<file path="src/rtl/fetch_unit.sv">
// Instruction fetch stage: drives a request/ack instruction memory, tracks the fetch PC,
// and fills the IF/ID pipeline register while honouring stalls, flushes and branch redirects.
module fetch_unit #(
    parameter logic [31:0] RESET_PC = 32'h0000_0000,
    parameter logic [31:0] NOP_INST = 32'h0000_0013
) (
    input  logic        clk,
    input  logic        rst,
    input  logic        PC_EN_IF,
    input  logic        reg_FD_EN,
    input  logic        reg_FD_stall,
    input  logic        reg_FD_flush,
    input  logic        Branch_ID,
    input  logic [31:0] PC_target_ID,
    output logic        imem_req,
    output logic [31:0] imem_addr,
    input  logic        imem_ack,
    input  logic [31:0] imem_rdata,
    output logic [31:0] PC_IF,
    output logic [31:0] PC_ID,
    output logic [31:0] inst_ID,
    output logic        valid_ID,
    output logic        fetch_busy
);

    typedef enum logic [1:0] {
        FETCH   = 2'd0,
        HOLD    = 2'd1,
        DISCARD = 2'd2
    } state_t;

    state_t      state;
    logic [31:0] redirect_pc;
    logic [31:0] hold_buf;
    logic [31:0] target_aligned;
    logic [31:0] pc_next4;
    logic        stall;
    logic        redirect;
    logic        id_load;
    logic [31:0] id_load_inst;

    assign stall          = !PC_EN_IF | reg_FD_stall | !reg_FD_EN;
    assign redirect       = Branch_ID;
    assign target_aligned = PC_target_ID & ~32'd3;
    assign pc_next4       = PC_IF + 32'd4;

    // The address only changes when PC_IF changes, which happens only on an ack or from HOLD,
    // so it stays stable for the whole life of a request (including while discarding).
    assign imem_req   = (state != HOLD);
    assign imem_addr  = PC_IF & ~32'd3;
    assign fetch_busy = ((state == FETCH) && !imem_ack) || (state == DISCARD);

    always_comb begin
        id_load      = 1'b0;
        id_load_inst = hold_buf;
        case (state)
            FETCH: begin
                if (imem_ack && !redirect && !stall) begin
                    id_load      = 1'b1;
                    id_load_inst = imem_rdata;
                end
            end
            HOLD: begin
                if (!redirect && !stall) begin
                    id_load = 1'b1;
                end
            end
            default: begin
                id_load = 1'b0;
            end
        endcase
    end

    // Redirect beats stall: a stalled HOLD still drops its buffer when the branch resolves.
    always_ff @(posedge clk or posedge rst) begin
        if (rst) begin
            state       <= FETCH;
            PC_IF       <= RESET_PC;
            redirect_pc <= 32'd0;
            hold_buf    <= 32'd0;
        end else begin
            case (state)
                FETCH: begin
                    if (imem_ack) begin
                        if (redirect) begin
                            PC_IF <= target_aligned;
                        end else if (stall) begin
                            hold_buf <= imem_rdata;
                            state    <= HOLD;
                        end else begin
                            PC_IF <= pc_next4;
                        end
                    end else if (redirect) begin
                        redirect_pc <= target_aligned;
                        state       <= DISCARD;
                    end
                end
                HOLD: begin
                    if (redirect) begin
                        PC_IF    <= target_aligned;
                        hold_buf <= 32'd0;
                        state    <= FETCH;
                    end else if (!stall) begin
                        PC_IF <= pc_next4;
                        state <= FETCH;
                    end
                end
                DISCARD: begin
                    if (redirect) begin
                        redirect_pc <= target_aligned;
                    end
                    if (imem_ack) begin
                        PC_IF <= redirect ? target_aligned : redirect_pc;
                        state <= FETCH;
                    end
                end
                default: begin
                    state <= FETCH;
                end
            endcase
        end
    end

    // IF/ID: flush wins, then stall holds, then a delivered instruction, otherwise a bubble.
    always_ff @(posedge clk or posedge rst) begin
        if (rst) begin
            PC_ID    <= 32'd0;
            inst_ID  <= NOP_INST;
            valid_ID <= 1'b0;
        end else if (reg_FD_flush) begin
            inst_ID  <= NOP_INST;
            valid_ID <= 1'b0;
        end else if (stall) begin
            PC_ID    <= PC_ID;
            inst_ID  <= inst_ID;
            valid_ID <= valid_ID;
        end else if (id_load) begin
            PC_ID    <= PC_IF;
            inst_ID  <= id_load_inst;
            valid_ID <= 1'b1;
        end else begin
            inst_ID  <= NOP_INST;
            valid_ID <= 1'b0;
        end
    end

endmodule

</file>
<file path="config.mk">
export PLATFORM = sky130hd
export DESIGN_NAME = fetch_unit
export DESIGN_NICKNAME = d
export VERILOG_FILES = /design/src/rtl/fetch_unit.sv
export SDC_FILE = /design/constraint.sdc
export NUM_CORES = 1
export LEC_CHECK = 0
export BUFFER_PORTS_ARGS = -buffer_cell sky130_fd_sc_hd__buf_4
export CELL_PAD_IN_SITES_DETAIL_PLACEMENT = 0
export CELL_PAD_IN_SITES_GLOBAL_PLACEMENT = 2
export CORE_MARGIN = 5
export CORE_UTILIZATION = 30
export CTS_BUF_LIST = sky130_fd_sc_hd__clkbuf_4 sky130_fd_sc_hd__clkbuf_8
export CTS_CLUSTER_DIAMETER = 40
export DETAILED_ROUTE_END_ITERATION = 12
export GPL_TIMING_DRIVEN = 1
export PLACE_DENSITY = 0.77
export SYNTH_ARGS = -nofsm -noshare
export SYNTH_HDL_FRONTEND = slang
export SYNTH_SLANG_ARGS = --single-unit
</file>
<file path="constraint.sdc">
create_clock -name clk -period 5.8 [get_ports clk]
set_clock_uncertainty 0.05 [all_clocks]
set_input_delay 1.16 -clock clk [delete_from_list [all_inputs] [get_ports clk]]
set_output_delay 1.16 -clock clk [all_outputs]
set_load 0.01 [all_outputs]
</file>
==> summary.md, run 1 <==
| Metric | Value |
|---|---|
| Die ar. | `roughly 0.03 mm²` |
| Worst-path maximum fanout | `54` |
| Residual DRC | `0` |
| Synth top area cells | `dfrtp_1 (50%), nand2_1 (9.3%), o21ai_0 (7.7%), mux2_2 (4.1%), mux2i_1 (4.0%)` |
| Setup TNS | `0 ns` |
| Initial antenna violation count | `2` |
| Hold Crit Class | `reg -> reg` |
| Lkg Pwr | `a little under 5 nW` |
| Max-slew violations | `0` |
| Area leader, netlist | `dfrtp_1` |
| RePlAce Congestion | `about 0.76` |
| Total clock sinks | `approximately 160` |
| Max incr delay on CP | `0.95 ns` |
| Placeable core area | `~0.026 mm²` |
| Max rail drop VDD | `~130 µV` |
| DR vias/cell | `4.91` |
| Top layer in use | `met5` |
| Status | `finished, final reports clean` |
| Worst slew pin tran | `about 1.1 ns` |
| Critical-path cell list | `buf_4, inv_1, nand2_1, buf_4, nor2_1, a41oi_1, o21ai_0` |
| Power Total | `between 3 and 4 mW` |
| Max cap viols | `0` |
| Mapped Cells | `approximately 860` |
| Endpoints failing setup | `0` |
| Top FF cell, synth | `dfrtp_1` |
| Pwr/cell area | `between 300 and 400 mW/mm²` |
| Final HPWL DP | `~16000 µm` |
| Final Hold Viols | `0` |
| Core Rows | `59` |
| TritonCTS clock tree | `yes` |
| Syn Area/Cell | `just over 9 µm²` |
| Crit path buffers/inverters | `3` |
| M1 wire length | `approximately 12000 µm` |
| Layout cells sized above 1 | `0.292` |
| Routed length per instance | `18.6 µm` |
| Asr flop ratio synth | `1.00` |
| Worst-skew pair later-pin latency | `~0.47 ns` |
| GRT Residual Overflow | `0` |
| Reg clk slew, reported paths | `roughly 0.1 ns` |
| Yosys cell types | `about 60` |
| Count of port buffers added during placement | `a little under 200` |
| Post-CTS Setup Bufs | `0` |
| Switching power share of the total | `0.359` |
| Gr usage total | `0.165` |
| Flops & latches, synth | `163` |
| CTS Buf Count | `17` |
| Sequential element share of the synthesized area | `0.513` |
| WL met3 | `1510 µm` |
| Power Internal | `just over 2 mW` |
| Register Area | `approximately 0.004 mm²` |
| Fin crit period | `~3.5 ns` |
| Net Switching | `1.15 mW` |
| Post-synth EDFFs | `0` |
| Max Root-Sink Buffers | `2` |
| Flop pwr share | `0.485` |
| Most frequent cell after synthesis | `nand2_1` |
| Critical Path Source Type | `input pin` |
| CTS Hold Buffers Added | `0` |
| Io pins | `just over 200` |
| Syn-to-layout area delta | `24.2%` |
| List of most frequent post-synthesis cells | `nand2_1 (197), dfrtp_1 (160), o21ai_0 (122), nor2_1 (40), nand3_1 (39)` |
| Die X | `173 µm` |
| Max Clk Rate | `between 0.2 and 0.3 GHz` |
| DRT Wirelength | `around 25000 µm` |
| CP most frequent cell | `buf_4` |
| WL met2 | `11700 µm` |
| FILL cells | `between 2k and 3k` |
| Fin crit share | `0.597` |
| H-Tree Depth | `4` |
| First-pass GRT wire length | `39700 µm` |
| Largest net degree at the start of global routing | `164` |
| Resized cells post-CTS | `0` |
| Die height | `approximately 170 µm` |
| Nets | `roughly 1.1k` |
| Synth Warn # | `0` |
| Vias | `between 6k and 7k` |
| Crit end category | `flip-flop` |
| Delay-heaviest family, CP | `buffers and inverters` |
| Clock share of power | `0.263` |
| Multi-input logic area | `around 0.0034 mm²` |
| Vias in the first global route | `between 6k and 7k` |
| RSZ-0062 raised after global routing | `no` |
| Share of the synthesized area in the top cell type | `0.503` |
| Slew margin rel. | `0.256` |
| CTS Root Cell | `clkbuf_8` |
| Mapped cell area | `roughly 0.0080 mm²` |
| Starting Density | `0.305` |
| Crit Path Category | `in -> reg` |
| Combinational share of power | `0.252` |
| CP Data Arrival Time | `roughly 3.7 ns` |
| Critical Path RT | `just over 6 ns` |
| TritonRoute pass-1 iters | `4` |
| DR iter-0 viols | `~380` |
| Slowest-stage cell, CP | `nand2_1` |
| ANT nets after route | `0` |
## path summary, 6_finish.rpt
| path | from | to | slack [ns] | cells past startpoint |
|---|---|---|---|---|
| setup / recovery | Branch_ID | PC_IF[28]$_DFFE_PP0P_ | 2.34 | 7 |
| hold / removal | PC_ID[27]$_DFFE_PP0P_ | PC_ID[27]$_DFFE_PP0P_ | 0.43 | 2 |
| setup reg to reg | state[1]$_DFFE_PP0P_ | PC_IF[14]$_DFFE_PP0P_ | 3.10 | 7 |
| hold reg to reg | PC_ID[27]$_DFFE_PP0P_ | PC_ID[27]$_DFFE_PP0P_ | 0.43 | 2 |
| max in group asynchronous | rst | PC_IF[0]$_DFFE_PP0P_ | 4.10 | 3 |
| min in group asynchronous | rst | PC_IF[18]$_DFFE_PP0P_ | 0.86 | 3 |
## power groups by stage
stage | Combinational, mW | Clock, mW | Sequential (mW)
3_3_place_gp | 0.816 | 0 | 1.56
6_report | 0.805 | 0.839 | 1.55
3_5_place_dp | 0.823 | 0 | 1.57
5_1_grt | 0.900 | 0.923 | 1.58
2_1_floorplan | 0.475 | 0 | 1.54
4_1_cts | 0.824 | 0.872 | 1.55
## layout by cell type (no fill, tap or decap), types with 4 or more instances in the layout
cell / instances
dfrtp_1: 160
nand3_1: 39
a221oi_1: 5
o22ai_1: 6
o2bb2ai_1: 4
a31oi_1: 12
mux2i_1: 32
mux2_2: 29
a41oi_1: 5
clkbuf_8: 17
a21oi_1: 26
nor3_1: 7
inv_6: 4
inv_8: 7
o21ai_1: 6
o21ai_0: 122
o31a_1: 4
nor2_1: 38
nand2_1: 197
inv_1: 8
and3_1: 11
nand4_1: 8
buf_4: 210
## through the flow
step	instances	hold slack [ns]	area (µm²)	worst slack, ns	util
6_report	1349	0.434	9880	2.34	0.379
5_1_grt	1349	0.460	9880	2.17	0.379
4_1_cts	1348	0.438	9880	2.37	0.379
3_5_place_dp	1316	0.414	9490	1.87	0.364
3_3_place_gp	1316	0.411	9490	1.85	0.364
2_1_floorplan	865	0.408	7960	0.190	-
## final cells by class
class,count,share of cell area
clock buffer,17,0.0237
tap,335,0.0424
inverter,10,0.00430
multi-input combinational,597,0.339
clock inverter,15,0.0154
timing repair buffer,211,0.162
antenna,1,0.000253
sequential,163,0.413
## routing by layer
metal / up-vias / global-route usage
met3: 21 / 0.0491
met2: 167 / 0.260
li1: 3224 / -
met5: - / 0
met4: 2 / 0.0429
met1: 3211 / 0.222
## flip-flops by register name (all words and copies together), names as in the netlist
register and cells:
PC_ID 32, PC_IF 32, hold_buf 32, inst_ID 32
redirect_pc 32, state 2, valid_ID 1
## cell families after synthesis
kind of cell / Yosys count / synth area share
other: 1 / 0.000471
muxes: 62 / 0.0827
DFF: 163 / 0.513
buffers and inverters: 105 / 0.0693
and+or+nand+nor: 327 / 0.186
xor gates and xnor gates: 1 / 0.00110
AOI/OAI and AO/OA: 204 / 0.146
adders and majority gates: 1 / 0.00157
## worst reg2reg max path, cell delays in order, from the launching register on
cell and delay (ns):
dfrtp_1 0.36, buf_4 0.40, nor2b_2 0.67, buf_4 0.41
nor2_2 0.20, nand2_1 0.15, o221ai_1 0.14, a22o_1 0.21
Note: power is estimated with default switching activity, not from simulation.
==> run 2: changes to the inputs <==
==> constraint.sdc (replaced) <==
create_clock -name clk -period 2.9 [get_ports clk]
set_clock_uncertainty 0.05 [all_clocks]
set_input_delay 0.58 -clock clk [delete_from_list [all_inputs] [get_ports clk]]
set_output_delay 0.58 -clock clk [all_outputs]
set_load 0.01 [all_outputs]
==> summary.md, run 2 (same netlist as run 1, synthesis figures left out) <==
| Metric | Value |
|---|---|
| Worst-path maximum fanout | `13 (-76%)` |
| Lkg Pwr | `4.98 nW (+2.2%)` |
| Critical Path RT | `3.23 ns (-2.85 ns)` |
| Initial antenna violation count | `0 (-2)` |
| RePlAce Congestion | `0.743 (-2.0%)` |
| H-Tree Depth | `4 (unchanged)` |
| Resized cells post-CTS | `0 (unchanged)` |
| Die height | `173 µm (unchanged)` |
| Hold Crit Class | `in -> async` |
| Max rail drop VDD | `307 µV (+140%)` |
| Crit path to | `PC_IF[26]$_DFFE_PP0P_` |
| Residual DRC | `0 (unchanged)` |
| Max Root-Sink Buffers | `2 (unchanged)` |
| Total clock sinks | `163 (unchanged)` |
| Dpl cell area | `0.00968 mm² (+2.0%)` |
| DR vias/cell | `4.94 (+0.57%)` |
| Critical Path Source Type | `flip-flop` |
| Endpoints failing setup | `0 (unchanged)` |
| Core Rows | `59 (unchanged)` |
| CTS Root Cell | `clkbuf_8` |
| Worst-skew pair later-pin latency | `0.46 ns (about the same)` |
| TritonRoute pass-1 iters | `5 (+1)` |
| Vias in the first global route | `6729 (+1.9%)` |
| Status | `finished, final reports clean` |
| GRT Residual Overflow | `0 (unchanged)` |
| Final HPWL DP | `17400 µm (+6.2%)` |
| Net Switching | `2.29 mW (+100%)` |
| Finished Cell Area | `0.0101 mm² (+2.2%)` |
| Max Clk Rate | `roughly 0.43 GHz` |
| Worst slew pin tran | `0.742 ns (-0.371 ns)` |
| Crit end category | `flip-flop` |
| Layout cells sized above 1 | `0.303 (+0.0110)` |
| Commonest non-fill, non-tap cells in the layout | `buf_4 (220), nand2_1 (197), dfrtp_1 (160), o21ai_0 (122), nand3_1 (39)` |
| Fin crit share | `0.801` |
| FILL cells | `2667 (-2.7%)` |
| Final Hold Viols | `0 (unchanged)` |
| CP Data Arrival Time | `2.65 ns (-1.09 ns)` |
| CTS Buf Count | `17 (unchanged)` |
| Reg clk slew, reported paths | `0.10 ns (about the same)` |
| Clock share of power | `0.270 (+0.007)` |
| Worst r2r path cells | `7 (unchanged)` |
| Fin crit period | `~2.3 ns` |
| Combinational share of power | `0.260 (+0.008)` |
| Slew margin rel. | `0.505 (+0.249)` |
| Pwr/cell area | `645 mW/mm² (+100%)` |
| Most common cell after layout, fill and taps aside | `buf_4` |
| Power Internal | `4.22 mW (+110%)` |
| Placeable core area | `0.0261 mm² (unchanged)` |
| Largest net degree at the start of global routing | `40 (-76%)` |
| Max-slew violations | `0 (unchanged)` |
| DR iter-0 viols | `417 (+9.4%)` |
| Crit Path Category | `reg -> reg` |
| ANT nets after route | `0 (unchanged)` |
| Routed length per instance | `18.6 µm (-0.15%)` |
| Max cap viols | `0 (unchanged)` |
| Die X | `173 µm (unchanged)` |
| Starting Density | `0.305 (unchanged)` |
| Flop pwr share | `0.470 (-0.015)` |
| Setup TNS | `0 ns (unchanged)` |
| Count of port buffers added during placement | `198 (unchanged)` |
| Inserted Diodes | `0 (-1)` |
| First-pass GRT wire length | `40200 µm (+1.3%)` |
| Io pins | `203 (unchanged)` |
| Switching power share of the total | `0.352 (-0.00721)` |
| FF-to-FF setup slack | `0.58 ns (-2.52 ns)` |
| Syn-to-layout area delta | `26.9%` |
| Gr usage total | `0.167 (+0.00204)` |
| Die ar. | `0.0299 mm² (unchanged)` |
| Vias | `6737 (+1.7%)` |
| Nets | `1089 (+1.5%)` |
| RR Startpoint | `PC_IF[3]$_DFFE_PP0P_` |
| Post-CTS Setup Bufs | `0 (unchanged)` |
| DRT Wirelength | `25300 µm (+0.96%)` |
| CTS Hold Buffers Added | `0 (unchanged)` |
| Crit Reg-Reg Endpoint | `PC_IF[26]$_DFFE_PP0P_` |
| RSZ-0062 raised after global routing | `no` |
| TritonCTS clock tree | `yes` |
| Worst setup path startpoint | `PC_IF[3]$_DFFE_PP0P_` |
run 2: changes by cell type in the layout (fill, tap and decap cells not counted), sizes merged:
cell | before | now
buf | 211 | 227
bufinv | 0 | 1
clkinv | 5 | 4
clkinvlp | 0 | 2
diode | 1 | 0
inv | 20 | 18
run 2: metrics by stage:
| step | hold WS (ns) | std cells | setup WS, ns | total power [mW] | utilization |
|---|---|---|---|---|---|
| 6_report | 0.175 | 1364 | 0.578 | 6.51 | 0.388 |
| 5_1_grt | 0.195 | 1364 | 0.398 | 6.94 | 0.388 |
| 4_1_cts | 0.175 | 1364 | 0.553 | 6.62 | 0.388 |
| 3_5_place_dp | 0.414 | 1332 | 0.409 | 4.85 | 0.372 |
| 3_3_place_gp | 0.410 | 1332 | 0.427 | 4.81 | 0.372 |
| 2_1_floorplan | 0.408 | 865 | 0.202 | 4.02 | - |
run 2: worst min-delay path by stage:
stage                                           from                         end  cells after the start
after global placement         PC_ID[25]$_DFFE_PP0P_       PC_ID[25]$_DFFE_PP0P_                      2
after CTS                                        rst    hold_buf[23]$_DFFE_PP0P_                      2
after global routing                             rst    hold_buf[23]$_DFFE_PP0P_                      2
final                                            rst    hold_buf[23]$_DFFE_PP0P_                      2
after detailed placement        PC_ID[3]$_DFFE_PP0P_        PC_ID[3]$_DFFE_PP0P_                      2
after floorplan           redirect_pc[5]$_DFFE_PP0P_  redirect_pc[5]$_DFFE_PP0P_                      1
run 2: critical path, stage by stage, from the launching register on:
cell     delay, ns
dfrtp_1       0.60
ha_1          0.30
nand3_2       0.19
nor4_2        0.32
buf_4         0.24
nand3_1       0.13
o31a_1        0.27
o22ai_1       0.13
run 2: cell type report:
cell class	instances	area [µm²]	area share
tap	335	419	0.0415
clock buffer	17	234	0.0232
clock inverter	15	184	0.0182
multi-input combinational	597	3350	0.331
timing repair buffer	227	1790	0.177
sequential	163	4080	0.404
inverter	10	41.3	0.00409
run 2: power groups by stage:
stage                     combinational, mW  sequential, mW  clock (mW)
after global placement                 1.71            3.10           0
final                                  1.69            3.06        1.76
after detailed placement               1.73            3.11           0
after global routing                   1.88            3.13        1.93
after floorplan                       0.950            3.07           0
after CTS                              1.73            3.07        1.82
run 2: metal layers:
layer | part of all wire | GRT usage
met1 | 0.45 | 0.228
met3 | 0.069 | 0.0500
met2 | 0.47 | 0.262
met5 | 0 | 0
met4 | 0.0097 | 0.0364
==> run 3: changes to the inputs <==
==> constraint.sdc (replaced) <==
create_clock -name clk -period 1.86 [get_ports clk]
set_clock_uncertainty 0.05 [all_clocks]
set_input_delay 0.372 -clock clk [delete_from_list [all_inputs] [get_ports clk]]
set_output_delay 0.372 -clock clk [all_outputs]
set_load 0.01 [all_outputs]
==> summary.md, run 3 (same netlist as run 1, synthesis figures left out) <==
| Metric | Value |
|---|---|
| Status | `finished, final reports clean` |
| Fin crit period | `1.79 ns (-0.533 ns)` |
| Starting Density | `0.305 (unchanged)` |
| DR iter-0 viols | `529 (+27%)` |
| ANT nets after route | `0 (unchanged)` |
| Final Hold Viols | `0 (unchanged)` |
| TritonCTS clock tree | `yes` |
| Layout cells sized above 1 | `0.343 (+0.0400)` |
| Die height | `173 µm (unchanged)` |
| RR Startpoint | `PC_IF[8]$_DFFE_PP0P_` |
| Reg clk slew, reported paths | `0.12 ns (+0.02 ns)` |
| Worst r2r path cells | `7 (unchanged)` |
| GRT Residual Overflow | `0 (unchanged)` |
| CP Data Arrival Time | `2.12 ns (-0.53 ns)` |
| Critical Path RT | `2.19 ns (-1.04 ns)` |
| Fin crit share | `0.962 (+0.161)` |
| Crit Path Category | `reg -> reg` |
| Count of port buffers added during placement | `198 (unchanged)` |
| Total clock sinks | `163 (unchanged)` |
| Routed length per instance | `18.0 µm (-3.0%)` |
| Die ar. | `0.0299 mm² (unchanged)` |
| Crit Reg-Reg Endpoint | `PC_IF[26]$_DFFE_PP0P_` |
| Max-slew violations | `0 (unchanged)` |
| Hold path depth | `3` |
| Critical-path cell list | `buf_4, nand2_1, nor4_4, buf_6, nand3_1, o31a_1, o22ai_1` |
| Setup TNS | `0 ns (unchanged)` |
| Crit path buffers/inverters | `2 (+1)` |
| Hold Crit Endpoint | `hold_buf[11]$_DFFE_PP0P_` |
| DR vias/cell | `4.87 (-1.3%)` |
| Top layer in use | `met4` |
| Max incr delay on CP | `0.37 ns (-0.23 ns)` |
| Vias in the first global route | `7128 (+5.9%)` |
| Lkg Pwr | `5.27 nW (+6.0%)` |
| Initial antenna violation count | `0 (unchanged)` |
| Max cap viols | `0 (unchanged)` |
| DRT Wirelength | `25500 µm (+0.67%)` |
| Placeable core area | `0.0261 mm² (unchanged)` |
| TritonRoute pass-1 iters | `5 (unchanged)` |
| Worst hold margin | `0.0664 ns (-0.108 ns)` |
| Core Rows | `59 (unchanged)` |
| Commonest non-fill, non-tap cells in the layout | `buf_4 (264), nand2_1 (196), dfrtp_1 (157), o21ai_0 (122), nand3_1 (39)` |
| H-Tree Depth | `4 (unchanged)` |
| Worst Min Path Start | `imem_rdata[11]` |
| Syn-to-layout area delta | `33.4%` |
| Inserted Diodes | `0 (unchanged)` |
| Gr usage total | `0.169 (+0.00179)` |
| WL met2 | `12200 µm (+1.6%)` |
| Slowest-stage cell, CP | `dfrtp_1` |
| Io pins | `203 (unchanged)` |
| Final Util | `0.408 (+0.0199)` |
| First-pass GRT wire length | `40800 µm (+1.5%)` |
| Largest net degree at the start of global routing | `55 (+38%)` |
| Max Clk Rate | `0.559 GHz (+30%)` |
| FF-to-FF setup slack | `0.07 ns (-0.51 ns)` |
| Residual DRC | `0 (unchanged)` |
| Hold Crit Class | `in -> reg` |
| WL met3 | `1720 µm (-1.3%)` |
| Most common cell after layout, fill and taps aside | `buf_4` |
| CTS Root Cell | `clkbuf_8` |
| Max Root-Sink Buffers | `2 (unchanged)` |
| Nets | `1141 (+4.8%)` |
| CTS Buf Count | `17 (unchanged)` |
| Max rail drop VDD | `430 µV (+40%)` |
| Worst-path maximum fanout | `7 (-6)` |
| RePlAce Congestion | `0.785 (+5.6%)` |
| Final HPWL DP | `18100 µm (+3.6%)` |
| Worst-skew pair later-pin latency | `0.47 ns (about the same)` |
| Crit end category | `flip-flop` |
| Delay-heaviest family, CP | `simple AND/OR/NAND/NOR gates` |
| Die X | `173 µm (unchanged)` |
| Endpoints failing setup | `0 (unchanged)` |
| Pwr/cell area | `994 mW/mm² (+54%)` |
| Critical Path Source Type | `flip-flop` |
| M1 wire length | `11300 µm (-0.37%)` |
| Vias | `6900 (+2.4%)` |
==> run 3: report_power, final <==
part	internal (mW)	total (mW)	leakage (nW)	switching [mW]
Clock	1.19	2.85	0.223	1.66
Combinational	1.50	3.13	2.97	1.64
Sequential	4.17	4.57	2.08	0.403
==> run 3: worst max-delay path by stage <==
| stage | startpoint | to | slack [ns] | depth (start not counted) |
|---|---|---|---|---|
| 2_1_floorplan | rst | PC_ID[0]$_DFFE_PP0P_ | -0.63 | 1 |
| 3_3_place_gp | PC_IF[3]$_DFFE_PP0P_ | PC_IF[26]$_DFFE_PP0P_ | -0.01 | 7 |
| 3_5_place_dp | PC_IF[3]$_DFFE_PP0P_ | PC_IF[26]$_DFFE_PP0P_ | -0.01 | 7 |
| 4_1_cts | PC_IF[2]$_DFFE_PP0P_ | PC_IF[26]$_DFFE_PP0P_ | 0.01 | 7 |
| 5_1_grt | PC_IF[8]$_DFFE_PP0P_ | PC_IF[26]$_DFFE_PP0P_ | -0.03 | 7 |
| 6_report | PC_IF[8]$_DFFE_PP0P_ | PC_IF[26]$_DFFE_PP0P_ | 0.07 | 7 |
==> run 3: metrics by stage <==
stage / worst slack [ns] / total power [mW] / instance area, µm² / instances
2_1_floorplan: -0.630 / 6.27 / 7970 / 865
3_3_place_gp: -0.0101 / 7.76 / 10100 / 1380
3_5_place_dp: -0.0111 / 7.81 / 10100 / 1380
4_1_cts: 0.0132 / 10.7 / 10600 / 1416
5_1_grt: -0.0295 / 11.2 / 10600 / 1416
6_report: 0.0710 / 10.6 / 10600 / 1416
==> run 3: repair_timing <==
item / 4_1_cts / 5_1_grt
buffers inserted: 3 / 0
pin swaps: 0 / 5
gates resized for setup: 0 / 11
endpoints found under the setup margin: 4 / 26
hold endpoints to repair: 7 / 0
hold buffers: 1 / 0
cloned: 0 / 0
==> run 3: final cells by class <==
cell class              count  area [µm²]
multi-input cells         597        3380
fillers                  2674       15400
clock buffers              17         234
inverters                  10        41.3
well taps                 335         419
flip-flops and latches    163        4090
clock inverters            15         208
repair buffers            279        2250
==> run 3: routing by layer <==
layer	vias up	GRT usage
met4	0	0.0347
li1	3358	-
met1	3352	0.218
met3	19	0.0587
met2	171	0.275
met5	-	0
==> run 3: worst register-to-register path, cell delays in order, from the launching register on <==
cell and delay [ns]:
dfrtp_1 0.37, buf_4 0.19, nand2_1 0.13, nor4_4 0.31
buf_6 0.17, nand3_1 0.10, o31a_1 0.25, o22ai_1 0.12
